`config.mk`:
```
export PLATFORM = sky130hd
export DESIGN_NAME = alu_divider_flat
export DESIGN_NICKNAME = d
export VERILOG_FILES = /design/src/rtl/alu_divider_if.sv /design/src/rtl/alu_divider.sv /design/src/flat_wrapper.sv
export SDC_FILE = /design/constraint.sdc
export NUM_CORES = 1
export LEC_CHECK = 0
export CAP_MARGIN = 20
export CORE_UTILIZATION = 56
export CTS_CLUSTER_DIAMETER = 150
export DETAILED_ROUTE_END_ITERATION = 7
export HOLD_SLACK_MARGIN = 0.08
export PLACE_DENSITY = 0.85
export SLEW_MARGIN = 20
export SYNTH_ARGS = -nofsm -noshare
export SYNTH_HDL_FRONTEND = slang
export SYNTH_SLANG_ARGS = --single-unit
```
`constraint.sdc`:
```
create_clock -name clk -period 4 [get_ports clk]
set_input_delay 1 -clock clk [delete_from_list [all_inputs] [get_ports clk]]
set_output_delay 1 -clock clk [all_outputs]
set_load 0.02 [all_outputs]
```
`src/rtl/alu_divider_if.sv`:
```
// Request/result bundle between a divider client and the alu_divider block.
// The client drives start and the operands; the divider returns results and status.
// Pure wiring: no storage, so latency and backpressure are defined by the divider.
interface alu_divider_if;
  logic        start;
  logic [15:0] dividend;
  logic [7:0]  divisor;
  logic [15:0] quotient;
  logic [7:0]  remainder;
  logic        busy;
  logic        done;
  logic        div_zero;

  // Client side: issues requests, observes results.
  modport master (
    output start, dividend, divisor,
    input  quotient, remainder, busy, done, div_zero
  );

  // Divider side: accepts requests, produces results.
  modport slave (
    input  start, dividend, divisor,
    output quotient, remainder, busy, done, div_zero
  );
endinterface

```
`src/rtl/alu_divider.sv`:
```
// 16/8 unsigned restoring divider, one quotient bit per clock, MSB first.
// Latency: 16 edges after the accepting edge for done (same edge for divide-by-zero).
// No backpressure: start is accepted only in IDLE or DONE and ignored while busy.
module alu_divider (
  input  logic   clk,
  input  logic   reset_n,
  alu_divider_if.slave bus
);

  typedef enum logic [1:0] {
    S_IDLE = 2'd0,
    S_RUN  = 2'd1,
    S_DONE = 2'd2
  } state_t;

  state_t      r_state;
  state_t      w_state_nxt;

  // Working registers: dividend shifts left and fills with quotient bits.
  logic [3:0]  r_cnt;
  logic [15:0] r_dvd;
  logic [7:0]  r_dvs;
  logic [7:0]  r_rem;

  // Architected results, touched only on entry to DONE or by reset.
  logic [15:0] r_quotient;
  logic [7:0]  r_remainder;
  logic        r_div_zero;

  logic        w_accept;
  logic        w_zero_req;
  logic        w_last;
  logic [8:0]  w_partial;
  logic        w_ge;
  logic [7:0]  w_rem_nxt;
  logic [15:0] w_dvd_nxt;
  logic        w_busy;
  logic        w_done;

  // A request is only taken while no iteration is in flight.
  always_comb begin
    w_accept   = bus.start && ((r_state == S_IDLE) || (r_state == S_DONE));
    w_zero_req = (bus.divisor == 8'h00);
    w_last     = (r_state == S_RUN) && (r_cnt == 4'd15);
  end

  // One restoring step: the partial remainder is always below the divisor,
  // so the 9-bit partial stays below 2*divisor and the result fits 8 bits.
  always_comb begin
    w_partial = {r_rem, r_dvd[15]};
    w_ge      = (w_partial >= {1'b0, r_dvs});
    w_rem_nxt = w_ge ? 8'(w_partial - {1'b0, r_dvs}) : w_partial[7:0];
    w_dvd_nxt = {r_dvd[14:0], w_ge};
  end

  // State register.
  always_ff @(posedge clk) begin
    if (!reset_n) begin
      r_state <= S_IDLE;
    end else begin
      r_state <= w_state_nxt;
    end
  end

  // Next-state logic; a zero divisor skips RUN and completes immediately.
  always_comb begin
    w_state_nxt = r_state;
    case (r_state)
      S_IDLE: begin
        if (w_accept) begin
          w_state_nxt = w_zero_req ? S_DONE : S_RUN;
        end
      end
      S_RUN: begin
        if (w_last) begin
          w_state_nxt = S_DONE;
        end
      end
      S_DONE: begin
        if (w_accept) begin
          w_state_nxt = w_zero_req ? S_DONE : S_RUN;
        end else begin
          w_state_nxt = S_IDLE;
        end
      end
      default: begin
        w_state_nxt = S_IDLE;
      end
    endcase
  end

  // Status outputs decode directly from state, so busy and done are exclusive.
  always_comb begin
    w_busy = (r_state == S_RUN);
    w_done = (r_state == S_DONE);
  end

  // Iteration datapath: load on accept, shift/subtract each RUN cycle.
  always_ff @(posedge clk) begin
    if (!reset_n) begin
      r_cnt <= 4'd0;
      r_dvd <= 16'h0000;
      r_dvs <= 8'h00;
      r_rem <= 8'h00;
    end else if (w_accept) begin
      r_cnt <= 4'd0;
      r_dvd <= bus.dividend;
      r_dvs <= bus.divisor;
      r_rem <= 8'h00;
    end else if (r_state == S_RUN) begin
      r_cnt <= r_cnt + 4'd1;
      r_dvd <= w_dvd_nxt;
      r_rem <= w_rem_nxt;
    end
  end

  // Result registers: written on the edge that enters DONE, held otherwise,
  // so a following division in RUN never disturbs the previous answer.
  always_ff @(posedge clk) begin
    if (!reset_n) begin
      r_quotient  <= 16'h0000;
      r_remainder <= 8'h00;
      r_div_zero  <= 1'b0;
    end else if (w_accept && w_zero_req) begin
      r_quotient  <= 16'hFFFF;
      r_remainder <= bus.dividend[7:0];
      r_div_zero  <= 1'b1;
    end else if (w_last) begin
      r_quotient  <= w_dvd_nxt;
      r_remainder <= w_rem_nxt;
      r_div_zero  <= 1'b0;
    end
  end

  assign bus.quotient  = r_quotient;
  assign bus.remainder = r_remainder;
  assign bus.div_zero  = r_div_zero;
  assign bus.busy      = w_busy;
  assign bus.done      = w_done;

endmodule

```
`src/flat_wrapper.sv`:
```
// flat-port wrapper written by rule: the top's interface ports become plain ports
module alu_divider_flat 
  (clk, reset_n, bus_start, bus_dividend, bus_divisor, bus_quotient, bus_remainder, bus_busy, bus_done, bus_div_zero);
  alu_divider_if bus_i ();
  input  logic clk;
  input  logic reset_n;
  input wire logic [$bits(bus_i.start)-1:0] bus_start;
  input wire logic [$bits(bus_i.dividend)-1:0] bus_dividend;
  input wire logic [$bits(bus_i.divisor)-1:0] bus_divisor;
  output wire logic [$bits(bus_i.quotient)-1:0] bus_quotient;
  output wire logic [$bits(bus_i.remainder)-1:0] bus_remainder;
  output wire logic [$bits(bus_i.busy)-1:0] bus_busy;
  output wire logic [$bits(bus_i.done)-1:0] bus_done;
  output wire logic [$bits(bus_i.div_zero)-1:0] bus_div_zero;
  assign bus_i.start = bus_start;
  assign bus_i.dividend = bus_dividend;
  assign bus_i.divisor = bus_divisor;
  assign bus_quotient = bus_i.quotient;
  assign bus_remainder = bus_i.remainder;
  assign bus_busy = bus_i.busy;
  assign bus_done = bus_i.done;
  assign bus_div_zero = bus_i.div_zero;
  alu_divider u_core (.clk(clk), .reset_n(reset_n), .bus(bus_i));
endmodule
```
## Word-level counts from Yosys, hierarchy flattened

Index checks and enable logic that the tools add are counted.

- Word-level logic and storage cells: 41
- RAM bits: 0
- Latch bits: 0
- Bits in registers: 63
- Memory bits (read-only): 0
- Memories kept: 0

- Bitwise gates (word level): 1
- $add $sub $neg: 2
- $mul: 0
- Reduce and logical (&&, ||, !) cells: 10
- Eq/ne operators: 5
- Shift-type cells: 0
- $lt $le $gt $ge: 1
- Mux-type cells: 14
- Div/mod/pow operators: 0

Operators by type and width:

| operator | number |
|---|---|
| 16-bit two-way mux | 4 |
| 8-bit two-way mux | 3 |
| 9-bit by 8-bit greater-or-equal comparator with 1-bit output | 1 |
| 8-bit zero test | 1 |
| 2-bit two-way mux | 4 |
| 8-bit subtractor | 1 |
| 2-bit case mux with 3 select lines | 1 |
| 4-bit by 1-bit adder with 4-bit output (second input constant) | 1 |
| 4-bit equality test (second input constant) | 1 |
| 2-bit by 1-bit != test with 1-bit output (second input constant) | 2 |
| 2-bit nonzero test | 2 |
| 1-bit logical AND | 3 |
| 2-bit by 1-bit equality test with 1-bit output (second input constant) | 1 |
| 2-bit equality test (second input constant) | 1 |
| 2-bit zero test | 1 |
| 1-bit two-way mux | 2 |
| 2-bit AND reduction | 1 |
| 2-bit OR reduction | 1 |
| 1-bit logical OR | 1 |
| 1-bit NOT | 1 |

## Longest topological paths before layout

Gate-level depths: netlist (run 1).

- Depth in word-level cells: 5
- Gate-level depth with buffers: 9

## Least setup slack after synthesis (run 1)

OpenSTA, ideal clock, no wires.

- Kind: input port to flip-flop
- Start: in bus_divisor[4]
- End: reg u_core.r_remainder[0] (netlist: u_core.bus.remainder[0])
- Data arrival time: 2.152 ns
- Path buffers: 1
- Required time: 3.926 ns
- Cell stages on the path: 7
- Slack: 1.774 ns
- Setup time: 0.074 ns
- Cell sequence: nor4_4 -> and3_1 -> buf_4 -> or3_1 -> o21ai_0 -> a311o_1 -> a31oi_1

- Longest elaborated chain between the ends: 3
- Elaborated cells between the ends (all ways): 4
- Classes of those cells: mux (1); reduce/logical (3)

Ends and longest elaborated chain:

| element | RTL line | RTL |
|---|---|---|
| from (decl) | flat_wrapper.sv:9 | `input wire logic [$bits(bus_i.divisor)-1:0] bus_divisor;` |
| 8-bit zero test * | alu_divider.sv:43 | `w_zero_req = (bus.divisor == 8'h00);` |
| 1-bit logical AND * | alu_divider.sv:124 | `end else if (w_accept && w_zero_req) begin` |
| 8-bit two-way mux / 2-bit nonzero test (equally long branches) | - |  |
| to (signal assigned) | alu_divider.sv:126 | `r_remainder <= bus.dividend[7:0];` |
| to (signal assigned) | alu_divider.sv:130 | `r_remainder <= w_rem_nxt;` |
| to (decl) | alu_divider.sv:27 | `logic [7:0] r_remainder;` |

Mark *: on every way between the ends. The rest lies on a longest branch, timed or not.
A chain may end at the register's enable or synchronous reset.

## Worst setup path after layout (run 1)

- Start: in bus_start
- End: reg u_core.r_remainder[2] (netlist: u_core.bus.remainder[2])

- Longest elaborated chain between the ends: 3
- Elaborated cells between the ends (all ways): 4
- Classes of those cells: mux (1); reduce/logical (3)

Ends and longest elaborated chain:

| element | RTL line | RTL |
|---|---|---|
| from (decl) | flat_wrapper.sv:7 | `input wire logic [$bits(bus_i.start)-1:0] bus_start;` |
| 1-bit logical AND * | alu_divider.sv:42 | `w_accept = bus.start && ((r_state == S_IDLE) \|\| (r_state == S_DONE));` |
| 1-bit logical AND * | alu_divider.sv:124 |  |
| 8-bit two-way mux / 2-bit nonzero test (equally long branches) | - |  |

Marked as above.

==> results of run 1 <==
power by group:
group	leakage, µW	internal, µW	switching [µW]
clock network	0.000102	349	251
registers	0.000513	655	21.7
logic	0.000802	110	174
per-stage QoR:
stage	hold WS, ns	setup slack [ns]
4_1_cts	0.459	1.14
5_1_grt	0.479	0.945
3_5_place_dp	0.449	0.795
3_3_place_gp	0.445	0.924
2_1_floorplan	0.436	1.77
6_report	0.456	1.14
Yosys cell counts (3+ instances only):
master | n | area [µm²]
o21ai_0 | 26 | 130
o22ai_1 | 10 | 62.6
or3_1 | 3 | 18.8
mux2i_1 | 3 | 30.0
a22oi_1 | 4 | 30.0
nand2_1 | 39 | 146
clkbuf_1 | 17 | 63.8
nor3_1 | 27 | 135
a311o_1 | 3 | 30.0
nor2_1 | 46 | 173
ha_1 | 9 | 113
nand2b_1 | 4 | 25.0
inv_1 | 11 | 41.3
a21oi_1 | 32 | 160
nand3_1 | 8 | 40.0
nand4_1 | 5 | 31.3
xor2_1 | 3 | 26.3
buf_2 | 6 | 30.0
and3_1 | 3 | 18.8
xnor2_1 | 3 | 26.3
dfxtp_1 | 63 | 1260
worst max path at each step:
stage,start,end,slack (ns),cells after the start
3_5_place_dp,bus_start,u_core.bus.remainder[2],0.80,8
5_1_grt,bus_start,u_core.bus.remainder[5],0.95,7
2_1_floorplan,bus_divisor[4],u_core.bus.remainder[0],1.77,7
6_report,bus_start,u_core.bus.remainder[2],1.14,8
4_1_cts,bus_start,u_core.bus.remainder[2],1.14,8
3_3_place_gp,bus_start,u_core.bus.remainder[7],0.92,7
layout by cell type, fill, tap and decap left out, types with 8 or more instances in the layout:
cell / n
dfxtp_1: 63
clkdlybuf4s50_1: 53
nor2_1: 46
nand2_1: 39
a21oi_1: 32
nor3_1: 27
o21ai_0: 26
inv_1: 11
o22ai_1: 10
ha_1: 9
clkbuf_8: 9
buf_4: 9
nand3_1: 8
sequential cells by signal, summed over array words and instances, names as in the netlist:
name and count:
u_core.bus.div_zero 1, u_core.bus.quotient 16, u_core.bus.remainder 8, u_core.r_cnt 4, u_core.r_dvd 16, u_core.r_dvs 8, u_core.r_rem 8, u_core.r_state 2
layout make-up:
class,instances,share of cell area (%)
clock buffer,10,3.42
multi-input combinational,266,41.0
clock inverter,6,2.28
inverter,12,1.21
tap,70,2.35
sequential,63,33.8
timing repair buffer,62,16.0
per-layer routing:
| metal | up-vias | share of wire, % | wire, µm | global-route usage, % |
|---|---|---|---|---|
| li1 | 1404 | - | - | - |
| met1 | 1360 | 41 | 3010 | 33.3 |
| met2 | 101 | 51 | 3750 | 49.4 |
| met3 | 16 | 5.1 | 373 | 5.01 |
| met4 | 0 | 2.7 | 197 | 16.8 |
| met5 | - | 0 | 0 | 0 |
worst max-delay path, stage by stage:
cell and delay, ns:
clkdlybuf4s50_1 0.50, nor2b_1 0.61, and3_1 0.33, buf_4 0.28, nand2_1 0.09, a21boi_0 0.16, a41oi_1 0.06, o21ai_0 0.10
cells by family (layout without fill, tap and decap cells):
group | after synthesis | in the layout
AOI/OAI and AO/OA | 102 | 102
xor gates and xnor gates | 6 | 6
adders and majority gates | 10 | 10
buffers and inverters | 37 | 90
DFF | 63 | 63
muxes | 3 | 3
and+or+nand+nor | 145 | 145
==> impl_metrics.csv, run 1 <==
group,metric,value,unit
clock_tree,clockBufferDepth,2,
clock_tree,numCtsBuffers,9,
drt,vias_per_cell,5.89,
grt,grt_pass1_wl,12000,µm
hold_path,worstHoldPathCells,2,
power,power_density,418,nW/µm²
grt,grt_max_degree,33,
synthesis,synth_xor_area_share,1.78,%
timing,max_freq,350,MHz
synthesis,synth_top_family_by_area,"simple AND/OR/NAND/NOR gates",
critical_path,crit_arrival,3.11,ns
clock_tree,clkSinkCount,63,
timing,hold_violations,0,
drt,avgRoutedWirePerCell,15.0,µm
synthesis,ys_ff_latch,63,
layout,design_area,3730,µm²
critical_path,end_kind,"flop",
drt,vias,2881,
power,power,1560,µW
synthesis,syn-cell-area,2940,µm²
power,leakagePower,0.00142,µW
power,vdd_drop_max,0.000304,V
placed_design,place_area,3520,µm²
layout,finalNetCount,451,
layout,area.sequential,1260,µm²
critical_path,r2r_start,"u_core.r_dvs[1]",
placed_design,io_buffers,53,
timing,final.setup_skew,0.00702,ns
drt,routed_wl,7330,µm
grt,grt_pass1_vias,2639,
critical_path,required,4.26,ns
clock_tree,post_cts_resized,0,
synthesis,syn_inst,366,
run_status,status,"completed",
grt,grt_use_total,28.7,%
floorplanning,die_w,74.5,µm
grt,grt-ovfl-total,0,
floorplanning,core_area,5070,µm²
hold_path,min_to,"u_core.r_dvs[3]",
synthesis,synth_adder_area_share,4.50,%
critical_path,setup.worst_path.start_class,"input pin",
critical_path,path_class,"in -> reg",
synthesis,synth_mux_area_share,1.02,%
critical_path,rr_endpoint,"u_core.r_rem[0]",
synthesis,seq_area_frac_synth,42.8,%
synthesis,synth_edf_count,0,
timing,setup_viol,0,
placed_design,placed_cells,473,
clock_tree,clkLatencyLatePin,0.34,ns
layout,layout-drive-gt1-share,6.92,%
floorplanning,die_y,74.5,µm
timing,post-route-min-period,2.86,ns
clock_tree,cts_root_buf,"clkbuf_8",
synthesis,synth_area_per_cell,8.04,µm²
hold_path,worstHoldStart,"u_core.r_dvs[3]",
synthesis,ys.flop_type,"dfxtp_1",
drt,ant_nets,0,
floorplanning,dieArea,5550,µm²
clock_tree,postCtsSetupRepairBufs,0,
layout,num_antenna_cells,0,
clock_tree,clkTransAtPathRegs,0.07,ns
synthesis,yosys_warnings,0,
timing,rsz0062_at_grt,"no",
layout,utilization,73.6,%
placed_design,gp_congestion,0.810,
placed_design,hpwl,5250,µm
run,maxCapViolCount,0,
clock_tree,h-tree-depth,3,
timing,slew_headroom,51.3,%
critical_path,ff2ff_setup_slack,1.64,ns
clock_tree,ctsHoldBuffers,0,
timing,min_period_over_period,71.4,%
grt,antenna_found_initial,0,
synthesis,syn_nets,403,
critical_path,crit_fanout,23,
layout,multi_input_area,1530,µm²
timing,tightest_slew,0.728,ns
drt,firstDrtPassIters,4,
synthesis,synthSimpleGateAreaFrac,23.2,%
hold_path,hold_class,"reg -> reg",
synthesis,ys_types,47,
layout,fillers,425,
timing,tns,0,ns
timing,maxSlewViolCount,0,
synthesis,synth-compound-area-share,21.4,%
floorplanning,io_pins,54,
floorplanning,rows,26,
drt,drt-initial-drc-count,179,
layout,fin_cells,489,
drt,drc,0,
critical_path,reg2regPathDepth,8,
layout,areaGrowthSynthToFinish,26.8,%
synthesis,synth_async_sr_flop_share,0,%
clock_tree,cts_tree,"built",
floorplanning,start_util,58.0,%
No activity file was read; power rests on OpenSTA's default activity.
==> inputs of run 2 (changes only) <==
Settings changed: CORE_UTILIZATION 56 to 52, PLACE_DENSITY 0.85 to 0.79.
Clock period 4 ns to 2.65 ns, I/O delays scaled along.
==> impl_metrics.csv, run 2 (synthesis gave the netlist of run 1 again) <==
group,metric,value,unit
timing,tightest_slew,0.466,ns
clock_tree,numCtsBuffers,9,
critical_path,crit_arrival,1.69,ns
critical_path,required,1.99,ns
power,power,2410,µW
clock_tree,clkSinkCount,63,
timing,slew_headroom,68.9,%
layout,areaGrowthSynthToFinish,28.5,%
power,power_density,638,nW/µm²
power,switching_share,27.0,%
clock_tree,clockBufferDepth,2,
floorplanning,dieArea,5970,µm²
drt,vias,2798,
grt,grt_pass1_wl,12300,µm
grt,grt_pass1_vias,2713,
drt,drt-initial-drc-count,136,
grt,use_met3,4.64,%
hold_path,hold_class,"reg -> reg",
drt,avgRoutedWirePerCell,14.7,µm
timing,setup_viol,0,
layout,design_area,3780,µm²
layout,final_common_cell,"dfxtp_1",
power,vdd_drop_max,0.000396,V
grt,grt_util_met1,30.4,%
floorplanning,die_w,77.2,µm
clock_tree,cts_root_buf,"clkbuf_8",
layout,mostFrequentLayoutCells,"dfxtp_1 (63), clkdlybuf4s50_1 (53), nor2_1 (46)",
floorplanning,rows,27,
critical_path,end_kind,"primary output",
clock_tree,clkTransAtPathRegs,0.06,ns
timing,maxSlewViolCount,0,
power,clkPwrFrac,39.9,%
layout,layout-drive-gt1-share,7.82,%
critical_path,setup.worst_path.start_class,"flop",
grt,antenna_found_initial,0,
grt,grt-ovfl-total,0,
run_status,status,"completed",
layout,utilization,69.1,%
grt,grt_max_degree,32,
drt,firstDrtPassIters,5,
clock_tree,post_cts_resized,0,
layout,num_antenna_cells,0,
grt,grt_use_total,26.1,%
power,internal-power,1760,µW
critical_path,path_class,"reg -> out",
clock_tree,postCtsSetupRepairBufs,0,
critical_path,crit_fanout,14,
floorplanning,start_util,53.8,%
power,p_switching,652,µW
placed_design,hpwl,5300,µm
placed_design,place_area,3550,µm²
floorplanning,core_area,5470,µm²
drt,vias_per_cell,5.66,
power,seqPwrFrac,42.3,%
timing,min_period_over_period,88.8,%
layout,finalNetCount,455,
timing,final.setup_skew,0.00874,ns
clock_tree,h-tree-depth,3,
clock_tree,cts_tree,"built",
floorplanning,die_y,77.2,µm
timing,hold_violations,0,
clock_tree,ctsHoldBuffers,0,
drt,drc,0,
power,pwr-share-comb,17.8,%
power,leakagePower,0.00145,µW
timing,tns,0,ns
clock_tree,clkLatencyLatePin,0.34,ns
grt,use_met2,45.5,%
floorplanning,io_pins,54,
drt,routed_wl,7250,µm
timing,max_freq,425,MHz
timing,worst_slack,0.296,ns
grt,top_usage_layer,"met2",
placed_design,gp_congestion,0.871,
timing,post-route-min-period,2.35,ns
drt,ant_nets,0,
timing,rsz0062_at_grt,"no",
placed_design,place_ws,0.0977,ns
run,maxCapViolCount,0,
placed_design,io_buffers,53,
==> run 2: path summary, 6_finish.rpt <==
check,from,to,slack [ns],cells after the start
max,u_core.r_state[1],bus_busy,0.30,3
min,u_core.r_dvs[3],u_core.r_dvs[3],0.45,2
max reg2reg,u_core.r_dvs[4],u_core.r_rem[1],0.36,8
min reg2reg,u_core.r_dvs[3],u_core.r_dvs[3],0.45,2
==> run 2: layout make-up <==
| class | instances | area [µm²] |
|---|---|---|
| sequential | 63 | 1260 |
| clock buffer | 12 | 165 |
| tap | 72 | 90.1 |
| multi-input combinational | 266 | 1530 |
| inverter | 12 | 45.0 |
| clock inverter | 3 | 65.1 |
| timing repair buffer | 66 | 628 |
| fill | 477 | 1690 |
==> run 2: power by group through the flow <==
| stage | Sequential (µW) | Clock, µW | Combinational, µW |
|---|---|---|---|
| floorplan | 1030 | 0 | 304 |
| finish | 1020 | 962 | 429 |
| global route | 1030 | 1010 | 474 |
| detailed placement | 1040 | 0 | 423 |
| CTS | 1020 | 978 | 425 |
| global placement | 1040 | 0 | 414 |
==> run 2: per-stage QoR <==
| stage | instances | hold slack [ns] |
|---|---|---|
| 2_1_floorplan | 366 | 0.436 |
| 3_3_place_gp | 479 | 0.445 |
| 3_5_place_dp | 479 | 0.449 |
| 4_1_cts | 494 | 0.458 |
| 5_1_grt | 494 | 0.475 |
| 6_report | 494 | 0.454 |
==> run 2: routing by layer <==
metal	vias to the layer above	share of wire, %	routed length (µm)
li1	1401	-	-
met1	1291	44	3180
met2	89	49	3580
met3	17	4.3	315
met4	0	2.3	170
met5	-	0	0
==> run 2: worst max-delay path: stages, from the launching register on <==
cell	delay, ns
dfxtp_1	0.31
nand2b_1	0.16
inv_2	0.23
clkdlybuf4s50_1	0.66
